==> src/rtl/tl_exp_pkg.sv <==
// tl_exp_pkg: shared state enum, width constants and 7-segment patterns for the exponent engine
package tl_exp_pkg;
    localparam int OP_W  = 8;
    localparam int RES_W = 16;
    typedef enum logic [1:0] {IDLE, MUL, DONE} state_t;
    // active-low segment patterns, g..a order, indexed by hex digit
    localparam logic [6:0] SEG_LUT [16] = '{
        7'b1000000, 7'b1111001, 7'b0100100, 7'b0110000,
        7'b0011001, 7'b0010010, 7'b0000010, 7'b1111000,
        7'b0000000, 7'b0010000, 7'b0001000, 7'b0000011,
        7'b1000110, 7'b0100001, 7'b0000110, 7'b0001110
    };
endpackage

==> src/rtl/tl_exp_fsmd_if.sv <==
// tl_exp_fsmd_if: start/operand inputs, result/done outputs and eight active-low hex displays
// master drives go_i/a_i/n_i; slave (the engine) drives output_reg, sig_done, seg0..seg7
interface tl_exp_fsmd_if;
    import tl_exp_pkg::*;
    logic             go_i;
    logic [OP_W-1:0]  a_i;
    logic [OP_W-1:0]  n_i;
    logic [RES_W-1:0] output_reg;
    logic             sig_done;
    logic [6:0]       seg0, seg1, seg2, seg3, seg4, seg5, seg6, seg7;
    modport master (output go_i, a_i, n_i,
                    input  output_reg, sig_done, seg0, seg1, seg2, seg3, seg4, seg5, seg6, seg7);
    modport slave  (input  go_i, a_i, n_i,
                    output output_reg, sig_done, seg0, seg1, seg2, seg3, seg4, seg5, seg6, seg7);
endinterface

==> src/rtl/tl_exp_fsmd_hex_to_7seg.sv <==
// hex_to_7seg: one hex nibble to an active-low 7-segment pattern
// hex: 4-bit digit in; seg: bit0=a .. bit6=g, low = lit
module hex_to_7seg
    import tl_exp_pkg::*;
(
    input  logic [3:0] hex,
    output logic [6:0] seg
);
    assign seg = SEG_LUT[hex];
endmodule

==> src/rtl/tl_exp_fsmd.sv <==
// tl_exp_fsmd: a**n by repeated multiplication with go/done handshake and hex display
// clk/rst: clock, async active-high reset; bus: go_i/a_i/n_i in, output_reg/sig_done/seg0..seg7 out
module tl_exp_fsmd
    import tl_exp_pkg::*;
(
    input  logic         clk,
    input  logic         rst,
    tl_exp_fsmd_if.slave bus
);
    state_t           state;
    logic [OP_W-1:0]  a_r, n_r, cnt;
    logic [RES_W-1:0] acc;
    logic [3:0]       nib [8];
    logic [6:0]       seg [8];
    always_ff @(posedge clk or posedge rst) begin
        if (rst) begin
            state          <= IDLE;
            a_r            <= '0;
            n_r            <= '0;
            cnt            <= '0;
            acc            <= 16'd1;
            bus.output_reg <= '0;
            bus.sig_done   <= 1'b0;
        end else begin
            case (state)
                IDLE, DONE: if (bus.go_i) begin
                    a_r          <= bus.a_i;
                    n_r          <= bus.n_i;
                    cnt          <= bus.n_i;
                    acc          <= 16'd1;
                    bus.sig_done <= 1'b0;
                    state        <= MUL;
                end
                MUL: if (cnt != '0) begin
                    // product kept at 16 bits so overflow wraps each step
                    acc <= acc * {8'd0, a_r};
                    cnt <= cnt - 8'd1;
                end else begin
                    bus.output_reg <= acc;
                    bus.sig_done   <= 1'b1;
                    state          <= DONE;
                end
                default: state <= IDLE;
            endcase
        end
    end
    assign nib[0] = bus.output_reg[3:0];
    assign nib[1] = bus.output_reg[7:4];
    assign nib[2] = bus.output_reg[11:8];
    assign nib[3] = bus.output_reg[15:12];
    assign nib[4] = n_r[3:0];
    assign nib[5] = n_r[7:4];
    assign nib[6] = a_r[3:0];
    assign nib[7] = a_r[7:4];
    for (genvar g = 0; g < 8; g++) begin : g_seg
        hex_to_7seg u_hex (.hex(nib[g]), .seg(seg[g]));
    end
    assign bus.seg0 = seg[0];
    assign bus.seg1 = seg[1];
    assign bus.seg2 = seg[2];
    assign bus.seg3 = seg[3];
    assign bus.seg4 = seg[4];
    assign bus.seg5 = seg[5];
    assign bus.seg6 = seg[6];
    assign bus.seg7 = seg[7];
endmodule

==> src/flat_wrapper.sv <==
// flat-port wrapper written by rule: the top's interface ports become plain ports
module tl_exp_fsmd_flat import tl_exp_pkg::*;
  (clk, rst, bus_go_i, bus_a_i, bus_n_i, bus_output_reg, bus_sig_done, bus_seg0, bus_seg1, bus_seg2, bus_seg3, bus_seg4, bus_seg5, bus_seg6, bus_seg7);
  tl_exp_fsmd_if bus_i ();
  input  logic clk;
  input  logic rst;
  input wire logic [$bits(bus_i.go_i)-1:0] bus_go_i;
  input wire logic [$bits(bus_i.a_i)-1:0] bus_a_i;
  input wire logic [$bits(bus_i.n_i)-1:0] bus_n_i;
  output wire logic [$bits(bus_i.output_reg)-1:0] bus_output_reg;
  output wire logic [$bits(bus_i.sig_done)-1:0] bus_sig_done;
  output wire logic [$bits(bus_i.seg0)-1:0] bus_seg0;
  output wire logic [$bits(bus_i.seg1)-1:0] bus_seg1;
  output wire logic [$bits(bus_i.seg2)-1:0] bus_seg2;
  output wire logic [$bits(bus_i.seg3)-1:0] bus_seg3;
  output wire logic [$bits(bus_i.seg4)-1:0] bus_seg4;
  output wire logic [$bits(bus_i.seg5)-1:0] bus_seg5;
  output wire logic [$bits(bus_i.seg6)-1:0] bus_seg6;
  output wire logic [$bits(bus_i.seg7)-1:0] bus_seg7;
  assign bus_i.go_i = bus_go_i;
  assign bus_i.a_i = bus_a_i;
  assign bus_i.n_i = bus_n_i;
  assign bus_output_reg = bus_i.output_reg;
  assign bus_sig_done = bus_i.sig_done;
  assign bus_seg0 = bus_i.seg0;
  assign bus_seg1 = bus_i.seg1;
  assign bus_seg2 = bus_i.seg2;
  assign bus_seg3 = bus_i.seg3;
  assign bus_seg4 = bus_i.seg4;
  assign bus_seg5 = bus_i.seg5;
  assign bus_seg6 = bus_i.seg6;
  assign bus_seg7 = bus_i.seg7;
  tl_exp_fsmd u_core (.clk(clk), .rst(rst), .bus(bus_i));
endmodule
==> config.mk <==
export PLATFORM = sky130hd
export DESIGN_NAME = tl_exp_fsmd_flat
export DESIGN_NICKNAME = d
export VERILOG_FILES = /design/src/rtl/tl_exp_pkg.sv /design/src/rtl/tl_exp_fsmd_if.sv /design/src/rtl/tl_exp_fsmd_hex_to_7seg.sv /design/src/rtl/tl_exp_fsmd.sv /design/src/flat_wrapper.sv
export SDC_FILE = /design/constraint.sdc
export NUM_CORES = 1
export LEC_CHECK = 0
export BUFFER_PORTS_ARGS = -buffer_cell sky130_fd_sc_hd__buf_4
export CORE_UTILIZATION = 50
export CTS_CLUSTER_DIAMETER = 150
export CTS_CLUSTER_SIZE = 14
export DETAILED_ROUTE_END_ITERATION = 8
export PLACE_DENSITY = 0.77
export REMOVE_ABC_BUFFERS = 1
export SLEW_MARGIN = 10
export SYNTH_ARGS = -nofsm -noshare
export SYNTH_HDL_FRONTEND = slang
export SYNTH_SLANG_ARGS = --single-unit
export TNS_END_PERCENT = 50
==> constraint.sdc <==
create_clock -name clk -period 6.5 [get_ports clk]
set_clock_uncertainty 0.1 [all_clocks]
set_input_delay 0.65 -clock clk [delete_from_list [all_inputs] [get_ports clk]]
set_output_delay 0.65 -clock clk [all_outputs]
set_load 0.03 [all_outputs]
## Word-level counts from Yosys, hierarchy flattened

Memories as Yosys holds them, arrays and structs flattened.
Cells that the tools add are included.

| storage, ports and cells | value |
|---|---|
| input port bits | 19 |
| register bits | 59 |
| output and inout port bits | 73 |
| word-level logic and storage cells | 76 |
| memories | 8 |
| ROM bits | 896 |

Memories:

| name | depth | bits a word | read ports | clocked after memory_dff | wr ports | line | RTL |
|---|---|---|---|---|---|---|---|
| (no name shown) | 16 | 7 | 1 | 0 | 0 | tl_exp_fsmd_hex_to_7seg.sv:9 | `assign seg = SEG_LUT[hex];` |
| (no name shown) | 16 | 7 | 1 | 0 | 0 | tl_exp_fsmd_hex_to_7seg.sv:9 |  |
| (no name shown) | 16 | 7 | 1 | 0 | 0 | tl_exp_fsmd_hex_to_7seg.sv:9 |  |
| (no name shown) | 16 | 7 | 1 | 0 | 0 | tl_exp_fsmd_hex_to_7seg.sv:9 |  |
| (no name shown) | 16 | 7 | 1 | 0 | 0 | tl_exp_fsmd_hex_to_7seg.sv:9 |  |
| (no name shown) | 16 | 7 | 1 | 0 | 0 | tl_exp_fsmd_hex_to_7seg.sv:9 |  |
| 2 more memories | - | - | - | - | - | - |  |

| cells by class | value |
|---|---|
| equal/unequal tests | 5 |
| order comparisons | 8 |
| bitwise gates (word level) | 9 |
| $mul | 1 |
| reduce and logical (&&, ||, !) cells | 9 |
| $add $sub $neg | 1 |
| multiplexer cells | 28 |

Operators by type and width:

| cell | number |
|---|---|
| two-way mux 7 bit | 16 |
| greater-or-equal comparator 5 bit (second input constant) | 8 |
| inverter 4 -> 5 bit | 8 |
| two-way mux 16 bit | 2 |
| one-hot mux 16 bit (2 select lines) | 1 |
| multiplier 16 x 8 -> 16 bit | 1 |
| two-way mux 8 bit | 2 |
| one-hot mux 8 bit (2 select lines) | 1 |
| nonzero test 8 bit | 1 |
| subtractor 8 x 1 -> 8 bit (second input constant) | 1 |
| AND reduction 2 bit | 3 |
| AND reduction 3 bit | 2 |
| two-way mux 2 bit | 2 |
| != test 2 bit (second input constant) | 2 |
| one-hot mux 2 bit (2 select lines) | 1 |
| equality test 2 x 1 -> 1 bit (second input constant) | 1 |
| equality test 2 bit (second input constant) | 1 |
| logical NOT 2 bit | 1 |
| two-way mux 1 bit | 2 |
| != test 2 x 1 -> 1 bit (second input constant) | 1 |
| one-hot mux 1 bit (2 select lines) | 1 |
| nonzero test 2 bit | 1 |
| OR reduction 2 bit | 1 |
| inverter 1 bit | 1 |

## Depth between registers and ports, before layout

Gate-level depths: netlist of the first run.

| depth | value |
|---|---|
| word-level depth | 4 |
| depth in mapped cells | 18 |
| mapped depth without buffers | 16 |

## Modules after synthesis

A second synthesis of the first run with hierarchy kept.

| second synthesis, totals | value |
|---|---|
| cell total of the unflattened synthesis | 783 |
| area, all modules | 7,503.4 um^2 |

By module, submodules not included:

| module | times used | cells each | sequential area each (um^2) | area each (um^2) |
|---|---|---|---|---|
| tl_exp_fsmd | 1 | 524 | 1,477.7 | 5,320.1 |
| hex_to_7seg at u_core.g_seg[3].u_hex ... | 5 | 32 | 0.0 | 275.3 |
| hex_to_7seg at u_core.g_seg[0].u_hex ... | 3 | 33 | 0.0 | 269.0 |

## Least setup slack after synthesis of the first run

No wires, ideal clock.

| timing | value |
|---|---|
| path type | flip-flop to flip-flop |
| start | reg u_core.a_r[2] |
| end | reg u_core.acc[11] |
| path buffers | 2 |
| period minus slack after synthesis | 4.478 ns |
| stages on the path, launching flop included | 18 |
| arrival | 4.309 ns |
| library setup time | 0.069 ns |
| required time | 6.331 ns |
| slack | 2.022 ns |
| cell sequence | dfrtp_1 > clkbuf_1 > clkbuf_1 > nand2_1 > fa_1 > fa_1 > inv_1 > fa_1 > inv_1 > fa_1 > inv_1 > ha_1 > nand2_1 > o211ai_1 > a21oi_1 > o21ai_0 > or4b_1 > nand3_1 |

| on the way | value |
|---|---|
| cells in the longest elaborated chain, start to end | 3 |

RTL lines:

| what | line | RTL |
|---|---|---|
| start, declared | tl_exp_fsmd.sv:11 | `logic [OP_W-1:0] a_r, n_r, cnt;` |
| start signal, assigned | tl_exp_fsmd.sv:27 | `a_r <= bus.a_i;` |
| multiplier 16 x 8 -> 16 bit | tl_exp_fsmd.sv:36 | `acc <= acc * {8'd0, a_r};` |
| two-way mux 16 bit | tl_exp_fsmd.sv:34 | `MUL: if (cnt != '0) begin` |
| one-hot mux 16 bit (2 select lines) | tl_exp_fsmd.sv:25 | `case (state)` |
| end signal, assigned | tl_exp_fsmd.sv:36 |  |
| end, declared | tl_exp_fsmd.sv:12 | `logic [RES_W-1:0] acc;` |

No other way between the ends. The select of a mux whose other input is x is not followed.
A chain may end at the register's enable or synchronous reset.

## Worst setup path after layout of the first run

| timing | value |
|---|---|
| start | reg u_core.a_r[3] |
| end | reg u_core.acc[11] |

Same word-level chain as after synthesis.

==> results of run 1 <==
## per-layer routing
metal  part of all wire  vias up
met4              0.011        0
li1                   -     2822
met5                  0        -
met1               0.45     2793
met3              0.061       14
met2               0.48      148
## per-stage QoR
step / hold slack, ns / setup slack, ns / instance area (µm²)
3_5_place_dp: 0.367 / 1.64 / 7880
4_1_cts: 0.378 / 1.58 / 8180
2_1_floorplan: 0.371 / 2.09 / 6930
3_3_place_gp: 0.362 / 1.69 / 7880
5_1_grt: 0.397 / 1.26 / 8180
6_report: 0.379 / 1.59 / 8180
## worst max-delay path, cell delays in order, from the launching register on
cell,delay (ns)
dfrtp_1,0.76
buf_4,0.27
nand2_1,0.08
fa_1,0.50
fa_1,0.54
inv_1,0.05
fa_1,0.48
inv_1,0.06
fa_1,0.48
inv_1,0.04
ha_1,0.34
nand2_1,0.10
o211ai_1,0.09
a21oi_1,0.22
o21ai_0,0.14
or4b_1,0.49
nand3_1,0.11
## cell type report
type	count	area (µm²)	area share
sequential	59	1480	0.181
inverter	104	390	0.0477
multi-input combinational	627	5070	0.619
clock buffer	10	239	0.0292
clock inverter	6	63.8	0.00780
timing repair buffer	96	721	0.0881
tap	180	225	0.0275
## worst max-delay path by stage
| stage | start | endpoint | cells past startpoint |
|---|---|---|---|
| after global placement | u_core.a_r[3] | u_core.acc[11] | 16 |
| after detailed placement | u_core.a_r[3] | u_core.acc[11] | 16 |
| final | u_core.a_r[3] | u_core.acc[11] | 16 |
| after floorplan | u_core.a_r[3] | u_core.acc[11] | 15 |
| after CTS | u_core.a_r[3] | u_core.acc[11] | 16 |
| after global routing | u_core.a_r[3] | u_core.acc[11] | 16 |
## cell families after synthesis
group / after synthesis / synth area share
flops: 59 / 0.208
simple gates: 297 / 0.209
buf+inv: 147 / 0.0801
fa+ha+maj: 133 / 0.297
compound gates: 144 / 0.121
xor+xnor: 23 / 0.0303
mux: 30 / 0.0540
## synthesized netlist by cell type (all sizes together), types with 2 or more instances
| master | number |
|---|---|
| nor2 | 42 |
| nor2b | 11 |
| a22o | 7 |
| buf | 10 |
| or3b | 3 |
| o22ai | 6 |
| nor3 | 7 |
| and2 | 75 |
| mux2i | 17 |
| nand3 | 17 |
| o211ai | 6 |
| or2 | 3 |
| xor2 | 4 |
| ha | 73 |
| a32o | 4 |
| mux2 | 7 |
| a21oi | 31 |
| o31ai | 4 |
| o21a | 6 |
| fa | 60 |
| a21o | 3 |
| nand2b | 14 |
| o21ai | 63 |
| a31oi | 7 |
| nor3b | 5 |
| xnor2 | 18 |
| clkbuf | 33 |
| or3 | 3 |
| nand2 | 111 |
| nand3b | 2 |
| inv | 103 |
| mux4 | 6 |
| a211oi | 2 |
| dfrtp | 58 |
==> impl_metrics.yaml, run 1 <==
floorplanning:
  io_pins: 92
  die_w_um: 121
  row_count: 43
  initial_core_util: 0.512
  die_h_um: 121
  coreArea_um2: 13900
  design.die.area_um2: 14700
place:
  dpl.cell_count: 1066
  dpl.hpwl_um: 11500
  gp_congestion: 0.859
  io_buffers: 91
grt:
  grtUsageTotal: 0.225
  grt_max_degree: 60
  grt_pass1_wl_um: 26200
  gr-usage-met1: 0.300
  grt_pass1_vias: 5586
  use_met2: 0.376
  met3_usage: 0.0442
  top_usage_layer: "met2"
  antenna_found_initial: 0
  grt_overflow: 0
sta:
  tightest_slew_ns: 0.949
  final_max_slew_viol_count: 0
  finalCritPeriodShare: 0.755
  finalCriticalPeriod_ns: 4.91
  finalHoldViolCount: 0
  rsz0062_at_grt: "false"
  max_slew_margin: 0.365
  tns_ns: 0
  setup_viol: 0
  fmax_mhz: 204
cts:
  cts_tree: "done"
  cts_made_buffers: 9
  clock_path_buffers: 2
  cts_max_level: 3
  hold_buffers: 0
  root_buffer: "clkbuf_16"
  clk_latency_ns: 0.34
  clkTransAtPathRegs_ns: 0.06
  clkSinkCount: 59
  cts_resized: 0
  postCtsSetupBuffers: 0
min_path:
  worstHoldEndpoint: "u_core.bus.sig_done"
  hold_path.class: "reg2reg"
  hp-start: "u_core.bus.sig_done"
  whs_path_depth: 1
critical_path:
  cp_data_required_time_ns: 6.67
  worst_setup_path_start_kind: "flip-flop"
  critical_path_class: "reg2reg"
  worst-path-max-fanout: 20
  reg2reg_from: "u_core.a_r[3]"
  cp.arrival_ns: 5.08
  r2r_end: "u_core.acc[11]"
  end_kind: "flip-flop"
  ff2ff_setup_slack_ns: 1.59
  r2r_cells: 16
yosys:
  synth_top_area_frac: 0.204
  ys_seq_area_frac: 0.208
  avgSynthCellArea_um2: 8.54
  synth_top_cell_by_area: "dfrtp_1"
  yosys_most_used_dff: "dfrtp_1"
  async_flop_share: 1.00
  yosysWarnings: 0
  synthTopCellsByArea: "dfrtp_1, fa_1, ha_1"
  yosys_register_bits: 59
  synthesis.instances: 833
  synth_edf_count: 0
  synth_cell_types: 53
  netlist_area_um2: 7110
finish:
  nFillCells: 1272
  drive_gt1_frac: 0.152
  fin_nets: 1049
  final_cells: 1082
  areaGrowthSynthToFinish_pct: 15.1
  final_common_cell: "nand2_1"
  fin_util: 0.590
  diodes: 0
  final_cell_mix: "nand2_1, inv_1, buf_4"
drt:
  ant_nets: 0
  drt-initial-drc-count: 295
  routed_wl_um: 15300
  drc: 0
  drt-wirelength-per-cell_um: 14.1
  vias: 5777
  first_pass_iters: 5
  avgViaCountPerCell: 5.34
status:
  status: "completed"
run:
  drv_cap: 0
Power of run 1 is not shown: default switching activity piles up to over one toggle a cycle in this logic, so the estimate is an artifact.
==> run 2, diff against run 1 <==
--- a/config.mk
+++ b/config.mk
@@ -5,12 +5,13 @@
 export SDC_FILE = /design/constraint.sdc
 export NUM_CORES = 1
 export LEC_CHECK = 0
+export ABC_AREA = 1
 export BUFFER_PORTS_ARGS = -buffer_cell sky130_fd_sc_hd__buf_4
 export CORE_UTILIZATION = 50
 export CTS_CLUSTER_DIAMETER = 150
 export CTS_CLUSTER_SIZE = 14
 export DETAILED_ROUTE_END_ITERATION = 8
-export PLACE_DENSITY = 0.77
+export PLACE_DENSITY = 0.79
 export REMOVE_ABC_BUFFERS = 1
 export SLEW_MARGIN = 10
 export SYNTH_ARGS = -nofsm -noshare
==> constraint.sdc (replaced) <==
create_clock -name clk -period 4.1 [get_ports clk]
set_clock_uncertainty 0.1 [all_clocks]
set_input_delay 0.41 -clock clk [delete_from_list [all_inputs] [get_ports clk]]
set_output_delay 0.41 -clock clk [all_outputs]
set_load 0.03 [all_outputs]
==> run 2 against run 1 <==
Effect of this change: non-clock buffer count is 55 higher; largest cell class unchanged; final cell count grew 25%; critical path depth increased by 3; critical path type unchanged; sequential share of layout area fell by 1.9 points; die area up 3.8%.
==> impl_metrics.yaml, run 2 <==
grt:
  grtUsageTotal: 0.243
  antenna_found_initial: 0
  grt_max_degree: 35
  grt_overflow: 0
  grt_pass1_vias: 6307
  grt_pass1_wl_um: 29300
yosys:
  synth_common_cells: "nand2_1, inv_1, o21ai_0, ha_1, fa_1"
  synthTopCellsByArea: "dfrtp_1, fa_1, nand2_1"
  synth_most_common_cell: "nand2_1"
  ys_seq_area_frac: 0.200
  synth_top_cell_by_area: "dfrtp_1"
  yosys_register_bits: 59
  avgSynthCellArea_um2: 7.02
  synth_top_area_frac: 0.197
  netlist_area_um2: 7390
  synth_cell_types: 43
  yosys_most_used_dff: "dfrtp_1"
  synth_edf_count: 0
  async_flop_share: 1.00
  synthesis.instances: 1052
  yosysWarnings: 0
critical_path:
  critical_path_class: "reg2reg"
  crit_top_cell: "fa_1"
  crit_chain: "buf_8 -> buf_6 -> nand2_1 -> inv_1 -> fa_1 -> inv_1 -> fa_1 -> fa_1 -> fa_1 -> inv_2 -> ha_4 -> inv_2 -> o21bai_1 -> a31oi_4 -> nand3_2 -> inv_1 -> nand2_1 -> nand3_1 -> nand2_1"
  worst_setup_path_start_kind: "flip-flop"
  cp_data_required_time_ns: 4.24
  end_kind: "flip-flop"
  path_delay_family: "adder cells"
  worst-path-max-fanout: 6
  cpPeakStageDelay_ns: 0.56
  worst-path-buf-inv: 7
  crit_path_top_delay_cell: "fa_1"
  cp.arrival_ns: 4.19
sta:
  rsz0062_at_grt: "true"
  finalCriticalPeriod_ns: 4.04
  final_max_slew_viol_count: 0
  max_slew_margin: 0.578
  tightest_slew_ns: 0.631
  finalHoldViolCount: 0
  setup_viol: 0
  finalCritPeriodShare: 0.986
  fmax_mhz: 247
drt:
  avgViaCountPerCell: 5.05
  drt-initial-drc-count: 329
  first_pass_iters: 7
  drc: 0
  drt-wirelength-per-cell_um: 13.2
  routed_wl_um: 17900
  vias: 6849
  ant_nets: 0
finish:
  final_cell_mix: "nand2_1, inv_1, buf_4"
  diodes: 0
  drive_gt1_frac: 0.230
  fin_util: 0.639
  fin_nets: 1320
  final_common_cell: "nand2_1"
  areaGrowthSynthToFinish_pct: 25.3
floorplanning:
  die_h_um: 124
  coreArea_um2: 14500
  design.die.area_um2: 15300
  initial_core_util: 0.510
  row_count: 44
  die_w_um: 124
  io_pins: 92
cts:
  cts_made_buffers: 9
  cts_tree: "done"
  clkTransAtPathRegs_ns: 0.06
  clkSinkCount: 59
  cts_max_level: 3
  hold_buffers: 0
  root_buffer: "clkbuf_16"
  clock_path_buffers: 2
  clk_latency_ns: 0.35
place:
  gp_congestion: 0.894
  dpl.hpwl_um: 13600
  io_buffers: 91
status:
  status: "completed"
run:
  drv_cap: 0
min_path:
  hold_path.class: "in2async"
-- run 2: cell count changes in the layout (fill, tap and decap cells not counted), moves of 15 or more --
cell	delta
nand2_1	+166
inv_1	+122
and2_1	-75
buf_4	+45
nand3_1	+19
mux2i_1	-17
o21ai_2	+15
xnor2_1	-15
-- run 2: path summary, 6_finish.rpt --
kind	slack [ns]	cells past startpoint	to	start
hold / removal	0.05	2	u_core.bus.sig_done	rst
min in group clk	0.17	3	u_core.a_r[0]	bus_a_i[0]
hold reg to reg	0.39	2	u_core.bus.sig_done	u_core.bus.sig_done
setup reg to reg	0.06	19	u_core.acc[15]	u_core.a_r[4]
max in group asynchronous	2.97	3	u_core.acc[0]	rst
setup / recovery	0.06	19	u_core.acc[15]	u_core.a_r[4]
-- run 2: routing by layer --
metal	share of wire	global-route usage	up-vias
met5	0	0	-
met4	0.017	0.0685	0
met3	0.052	0.0332	20
met2	0.48	0.410	181
met1	0.45	0.326	3208
li1	-	-	3440
-- run 2: stage by stage --
stage / instance area [µm²] / setup TNS [ns] / hold slack, ns / cells / worst slack [ns]
after floorplan: 7180 / -0.207 / 0.394 / 1006 / -0.103
after global placement: 8450 / -0.167 / 0.375 / 1328 / -0.0685
after detailed placement: 8450 / -0.801 / 0.379 / 1328 / -0.255
after CTS: 8840 / -0.00704 / 0.0691 / 1346 / -0.00704
after global routing: 9260 / -0.470 / 0.114 / 1357 / -0.112
final: 9260 / 0 / 0.0524 / 1357 / 0.0574
-- run 2: area by class of cell --
class,instances,area [µm²]
fill,1236,5220
inverter,240,913
timing repair buffer,151,1180
multi-input combinational,707,5120
sequential,59,1490
clock buffer,9,225
clock inverter,7,92.6
tap,184,230
-- run 2: worst reg2reg max path, delay by kind of cell (launching register included) --
kind | cells | cell delay, ns
fa+ha+maj | 5 | 2.21
buf+inv | 7 | 0.55
flops | 1 | 0.45
simple gates | 5 | 0.34
compound gates | 2 | 0.29
-- run 2: cell families (layout without fill, tap and decap cells) --
kind of cell,count (synthesis),in the layout,synth area share
AOI/OAI and AO/OA,180,180,0.144
buffers and inverters,286,407,0.150
and+or+nand+nor,389,389,0.213
DFF,59,59,0.200
adders and majority gates,133,133,0.286
xor gates and xnor gates,5,5,0.00593
-- run 2: timing repair --
item | in CTS | in global routing
gates cloned | 0 | 1
gates resized for setup | 16 | 92
setup endpoints to repair | 7 | 8
pin swaps | 1 | 33
buffers inserted | 2 | 10
Power of run 2 is left out for the same reason.
